==> src/rtl/alu_issue_sched.sv <==
// alu_issue_sched: issue scheduler for the 4-thread / 2-ALU core.
// Each cycle it picks up to two eligible threads round-robin and steers them onto ALU0/ALU1.
// An ALU whose current instruction raises hold keeps its thread, and that ALU takes no new grant.
// A taken jump squashes the thread's IF/ID. The thread then stays ineligible for FLUSH_CYC cycles.
// Ports:
//   clk, rst                 clock (rising edge), asynchronous active-high reset
//   req[3:0]                 per-thread decoded instruction ready, held until ack
//   hold_alu0/1              ALU hold request, meaningful only while that ALU is valid
//   jump_alu0/1              ALU taken-jump, meaningful only while that ALU is valid
//   alu0_vld/tid, alu1_*     registered grant per ALU
//   thread_ack[3:0]          one-hot per active grant (thread is in EX this cycle)
//   thread_flush[3:0]        1-cycle pulse after a taken jump of that thread
module alu_issue_sched #(
  parameter int unsigned NUM_THREADS = 4,
  parameter int unsigned FLUSH_CYC   = 2,
  parameter int unsigned CNT_W       = 2
) (
  input  logic                   clk,
  input  logic                   rst,
  input  logic [NUM_THREADS-1:0] req,
  input  logic                   hold_alu0,
  input  logic                   hold_alu1,
  input  logic                   jump_alu0,
  input  logic                   jump_alu1,
  output logic                   alu0_vld,
  output logic [1:0]             alu0_tid,
  output logic                   alu1_vld,
  output logic [1:0]             alu1_tid,
  output logic [NUM_THREADS-1:0] thread_ack,
  output logic [NUM_THREADS-1:0] thread_flush
);

  logic                   alu0_vld_q, alu0_vld_d, alu1_vld_q, alu1_vld_d;
  logic [1:0]             alu0_tid_q, alu0_tid_d, alu1_tid_q, alu1_tid_d;
  logic [1:0]             rr_q, rr_d;
  logic [NUM_THREADS-1:0] flush_q, flush_d;
  logic [CNT_W-1:0]       cnt_q [NUM_THREADS];
  logic [CNT_W-1:0]       cnt_d [NUM_THREADS];

  logic                   lock0, lock1, jmp0, jmp1;
  logic [NUM_THREADS-1:0] elig;
  logic                   free0, free1, any_grant;
  logic [1:0]             idx, last_tid;

  assign alu0_vld     = alu0_vld_q;
  assign alu0_tid     = alu0_tid_q;
  assign alu1_vld     = alu1_vld_q;
  assign alu1_tid     = alu1_tid_q;
  assign thread_flush = flush_q;

  // Hold/jump are only meaningful for a valid ALU; hold wins over jump.
  assign lock0 = alu0_vld_q & hold_alu0;
  assign lock1 = alu1_vld_q & hold_alu1;
  assign jmp0  = alu0_vld_q & jump_alu0 & ~hold_alu0;
  assign jmp1  = alu1_vld_q & jump_alu1 & ~hold_alu1;

  always_comb begin
    thread_ack = '0;
    if (alu0_vld_q) thread_ack[alu0_tid_q] = 1'b1;
    if (alu1_vld_q) thread_ack[alu1_tid_q] = 1'b1;
  end

  // A thread in EX is never re-granted on the next cycle; locked threads stay via the lock path.
  always_comb begin
    for (int i = 0; i < NUM_THREADS; i++) begin
      elig[i] = req[i] & (cnt_q[i] == '0) & ~thread_ack[i];
    end
  end

  always_comb begin
    alu0_vld_d = lock0;
    alu0_tid_d = lock0 ? alu0_tid_q : 2'd0;
    alu1_vld_d = lock1;
    alu1_tid_d = lock1 ? alu1_tid_q : 2'd0;
    free0      = ~lock0;
    free1      = ~lock1;
    any_grant  = 1'b0;
    last_tid   = 2'd0;
    idx        = 2'd0;
    for (int k = 0; k < NUM_THREADS; k++) begin
      idx = rr_q + 2'(k);
      if (elig[idx]) begin
        if (free0) begin
          alu0_vld_d = 1'b1;
          alu0_tid_d = idx;
          free0      = 1'b0;
          any_grant  = 1'b1;
          last_tid   = idx;
        end else if (free1) begin
          alu1_vld_d = 1'b1;
          alu1_tid_d = idx;
          free1      = 1'b0;
          any_grant  = 1'b1;
          last_tid   = idx;
        end
      end
    end
    // Locks never move the pointer; only new grants do.
    rr_d = any_grant ? last_tid + 2'd1 : rr_q;
  end

  always_comb begin
    flush_d = '0;
    if (jmp0) flush_d[alu0_tid_q] = 1'b1;
    if (jmp1) flush_d[alu1_tid_q] = 1'b1;
    for (int i = 0; i < NUM_THREADS; i++) begin
      if (flush_d[i]) begin
        cnt_d[i] = CNT_W'(FLUSH_CYC);
      end else if (cnt_q[i] != '0) begin
        cnt_d[i] = cnt_q[i] - 1'b1;
      end else begin
        cnt_d[i] = cnt_q[i];
      end
    end
  end

  always_ff @(posedge clk or posedge rst) begin
    if (rst) begin
      alu0_vld_q <= 1'b0;
      alu0_tid_q <= 2'd0;
      alu1_vld_q <= 1'b0;
      alu1_tid_q <= 2'd0;
      rr_q       <= 2'd0;
      flush_q    <= '0;
      for (int i = 0; i < NUM_THREADS; i++) cnt_q[i] <= '0;
    end else begin
      alu0_vld_q <= alu0_vld_d;
      alu0_tid_q <= alu0_tid_d;
      alu1_vld_q <= alu1_vld_d;
      alu1_tid_q <= alu1_tid_d;
      rr_q       <= rr_d;
      flush_q    <= flush_d;
      for (int i = 0; i < NUM_THREADS; i++) cnt_q[i] <= cnt_d[i];
    end
  end

endmodule
==> config.mk <==
export PLATFORM = sky130hd
export DESIGN_NAME = alu_issue_sched
export DESIGN_NICKNAME = d
export VERILOG_FILES = /design/src/rtl/alu_issue_sched.sv
export SDC_FILE = /design/constraint.sdc
export NUM_CORES = 1
export LEC_CHECK = 0
export BUFFER_PORTS_ARGS = -buffer_cell sky130_fd_sc_hd__buf_2
export CORE_ASPECT_RATIO = 1.25
export CORE_MARGIN = 2
export CORE_UTILIZATION = 35
export DETAILED_ROUTE_END_ITERATION = 10
export GPL_ROUTABILITY_DRIVEN = 0
export HOLD_SLACK_MARGIN = 0.12
export SYNTH_ARGS = -nofsm -noshare
export SYNTH_HDL_FRONTEND = slang
export SYNTH_SLANG_ARGS = --single-unit
==> constraint.sdc <==
create_clock -name clk -period 5.4 [get_ports clk]
set_clock_uncertainty 0.2 [all_clocks]
set_input_delay 0.81 -clock clk [delete_from_list [all_inputs] [get_ports clk]]
set_output_delay 0.81 -clock clk [all_outputs]
set_load 0.1 [all_outputs]
==> results.md <==
Global route:
- The via count of the first global-routing pass is 1679.
- The pin count of the biggest net entering global routing is 21.
- Global routing finished with a remaining overflow of 0.
- The initial antenna violation count came to 0.
- The global-route wire length before repair is 8020 um.
- In the global route stage, overall resource usage came out at 18.3%.

Worst setup path:
- The path type of the worst setup path is flip-flop to flip-flop.
- The worst register-to-register path has a depth of 8.
- The number of buffers and inverters on the critical path is 1.
- In this run the number of cells on the critical path is 8.
- The worst reg2reg path startpoint is rr_q[1]$_DFFE_PP0P_.
- The slowest stage of the critical path is the dfrtp_1 cell.
- Traced cell by cell, the critical path runs through inv_1, nor4_2, or2_1, o22ai_1, a221o_1, nand2b_1, a2111oi_2, nor3_2.
- The worst path arrival time is 3.18 ns.
- In this run the worst path has a maximum fanout of 17.
- At the worst endpoint, the required time is 5.34 ns.
- STA classifies the critical path endpoint as a flip-flop.
- The type of element launching the critical path is a flip-flop.
- The destination of the worst register-to-register timing path is rr_q[1]$_DFFE_PP0P_.
- The largest single stage delay on the critical path is 0.74 ns.
- The worst-case register-to-register setup slack is 2.16 ns.
- The top cell family by delay on the critical path is simple AND/OR/NAND/NOR gates.

STA:
- For the pin with the worst max-slew slack, the measured transition is 0.778 ns.
- The hold violation total from the final report is 0.
- Headroom to the max-slew limit came out at 48.1%.
- Setup repair after global routing left no endpoint under its margin.
- The final setup violation count is 0.
- The minimum period implied by the final worst setup slack is 3.24 ns.
- Based on the critical path, the design can be clocked at up to 308 MHz.
- The ratio of final minimum period to clock period is 60.0%.
- The count of pins over their slew limit is 0.
- The final sum of negative setup slack is 0 ns.

Clock tree:
- The clock transition at the register clock pins on the worst setup and hold paths after CTS is 0.08 ns.
- The clock root buffer master is clkbuf_8.
- The number of resized instances in the post-cts repair step is 0.
- The number of post-CTS setup repair buffers is 0.
- The hold buffer count at CTS is 0.
- The clock insertion delay at the later pin of the skew report is 0.26 ns.
- TritonCTS built the clock tree.
- No sink is reached through more buffers than the 2 on the longest clock path.
- The number of clock buffers added by TritonCTS is 3.
- The H-tree depth is 1.
- The number of sinks on the clock net is 20.

Layout:
- The total number of nets in the final design is 241.
- The fraction of final layout cells sized beyond drive strength 1 is 20.4%.
- The final core utilization is 39.9%.
- The total inserted antenna cells is 0.
- The area growth from synthesis to layout is 8.43%.

Worst hold path:
- The startpoint identified for the worst hold timing path is cnt_q[5]$_DFFE_PP0P_.
- The path type of the worst min-delay path is flip-flop to flip-flop.
- The number of cells on the worst hold path is 1.
- The end of the worst hold path is cnt_q[5]$_DFFE_PP0P_.

Drt:
- The initial DRC count is 149.
- The count of nets left with antenna violations once routing finished came out at 0.
- The residual DRC count is 0.
- The vias per cell is 5.97.
- The wire length reported by the detailed router is 4590 um.
- Dividing the detail-routed wire length by the instance count gives 16.1 um.
- The via count is 1708.
- The number of optimization iterations in the first detailed-route pass is 4.

Synth:
- In the post-synthesis netlist, the biggest area contributors are dfrtp_1 29%, nand2_1 4.5%, nor2_1 3.9%.
- The count of distinct cell types in the synthesized netlist is 63.
- Summing the areas of all fa, ha and maj instances in the mapped netlist gives 3.43% of the synthesized area.
- The synthesized design spends more area on one cell type than any other, namely dfrtp_1.
- The main combinational cell family by area after synthesis is simple AND/OR/NAND/NOR gates.
- Summing the areas of all compound-gate instances in the mapped netlist gives 25.4% of the synthesized area.
- The fraction of registers with async set or reset after synthesis is 100%.
- The portion of synthesized area spent on multiplexers is 2.43%.
- The share of synthesized area occupied by flip-flops and latches is 28.6%.
- Averaged over all synthesized cells, the footprint is 8.26 um^2.
- Synthesis produced a netlist with a net count of 226.
- Synthesis produced 212 cells.
- Among all flip-flop cells after synthesis, the most frequent one is dfrtp_1.
- The synthesized design devotes to its leading area cell type 28.6% of total area.
- By count the netlist is led by 21 x nand2_1, 20 x dfrtp_1, 18 x nor2_1.
- The total of warnings raised by yosys is 0.
- After Yosys synthesis, XOR and XNOR cells account for 2.50% of the synthesized area.
- Of the total synthesized cell area, the portion taken by AND, OR, NAND and NOR gates is 29.6%.
- In this run, synthesis inferred 0 flip-flops with an integrated enable.
- The mapped netlist covers 0.00175 mm^2.
- Yosys instantiated no cell more often than nand2_1.
- After synthesis the netlist holds a flip-flop and latch count of 20.

Die:
- The die covers 0.00559 mm^2.
- The initialized floorplan defines 28 standard-cell rows.
- The core region is 0.00476 mm^2.
- The initial core utilization is 36.8%.
- The floorplan step set the die width to 67.3 um.
- The I/O pin count is 24.
- Measured along the y axis, the die boundary spans 83.1 um.

Outcome:
- The run finished with clean final reports.

Flow run:
- The number of max-cap violations is 0.

Place:
- Detailed placement ended at an HPWL of 3490 um.
- The quantity of I/O buffers inserted on ports is 23.
worst max path at each step:
stage | from | endpoint
final | rr_q[1]$_DFFE_PP0P_ | rr_q[1]$_DFFE_PP0P_
after global routing | rr_q[1]$_DFFE_PP0P_ | rr_q[1]$_DFFE_PP0P_
after CTS | rr_q[1]$_DFFE_PP0P_ | rr_q[1]$_DFFE_PP0P_
after detailed placement | rr_q[1]$_DFFE_PP0P_ | rr_q[1]$_DFFE_PP0P_
after global placement | rr_q[1]$_DFFE_PP0P_ | rr_q[1]$_DFFE_PP0P_
after floorplan | alu0_vld$_DFF_PP0_ | rr_q[1]$_DFFE_PP0P_
cell families (layout without fill, tap and decap cells):
logic type                 Yosys count  in the layout
buffers and inverters               25             39
xor gates and xnor gates             5              5
DFF                                 20             20
adders and majority gates            5              5
AOI/OAI and AO/OA                   63             63
muxes                                3              3
and+or+nand+nor                     91             91
flip-flops by register name (all words and copies together), names as in the netlist:
signal        flops
cnt_q             8
thread_flush      4
alu0_tid          2
alu1_tid          2
rr_q              2
alu0_vld          1
alu1_vld          1
metal layers:
layer	track usage (%)	vias to the layer above	part of all wire, %
li1	-	815	-
met1	23.0	809	41
met2	29.3	69	49
met3	2.03	15	5.8
met4	10.6	0	4.2
met5	0	-	0
layout by cell type, fill, tap and decap left out, drive strengths merged, types with 3 or more instances in the layout:
cell type	instances
a21oi	11
a211oi	3
clkbuf	4
o31ai	4
a21o	3
xor2	4
nor4	8
and3b	3
nor3	9
o21ai	14
ha	4
and2	3
buf	23
o22ai	6
a211o	5
o32ai	3
and3	3
nand2	22
or3	3
nand3b	3
dfrtp	20
nor3b	3
or2	6
nor2	19
inv	11
area by class of cell:
class | count | area [um^2]
fillers | 508 | 2870
multi-input cells | 167 | 1110
flip-flops and latches | 20 | 500
repair buffers | 23 | 115
well taps | 60 | 75.1
clock buffers | 4 | 55.1
inverters | 12 | 45.0
through the flow:
stage               setup slack [ns]  hold WS (ns)  std cells  area [um^2]
floorplan                       1.95         0.262        212         1750
global placement                2.25         0.273        282         1840
detailed placement              2.21         0.280        282         1840
CTS                             2.17         0.299        286         1900
global route                    1.98         0.311        286         1900
finish                          2.16         0.294        286         1900
Power is not shown: default switching activity piles up to over one toggle a cycle in this logic, so the estimate is an artifact.
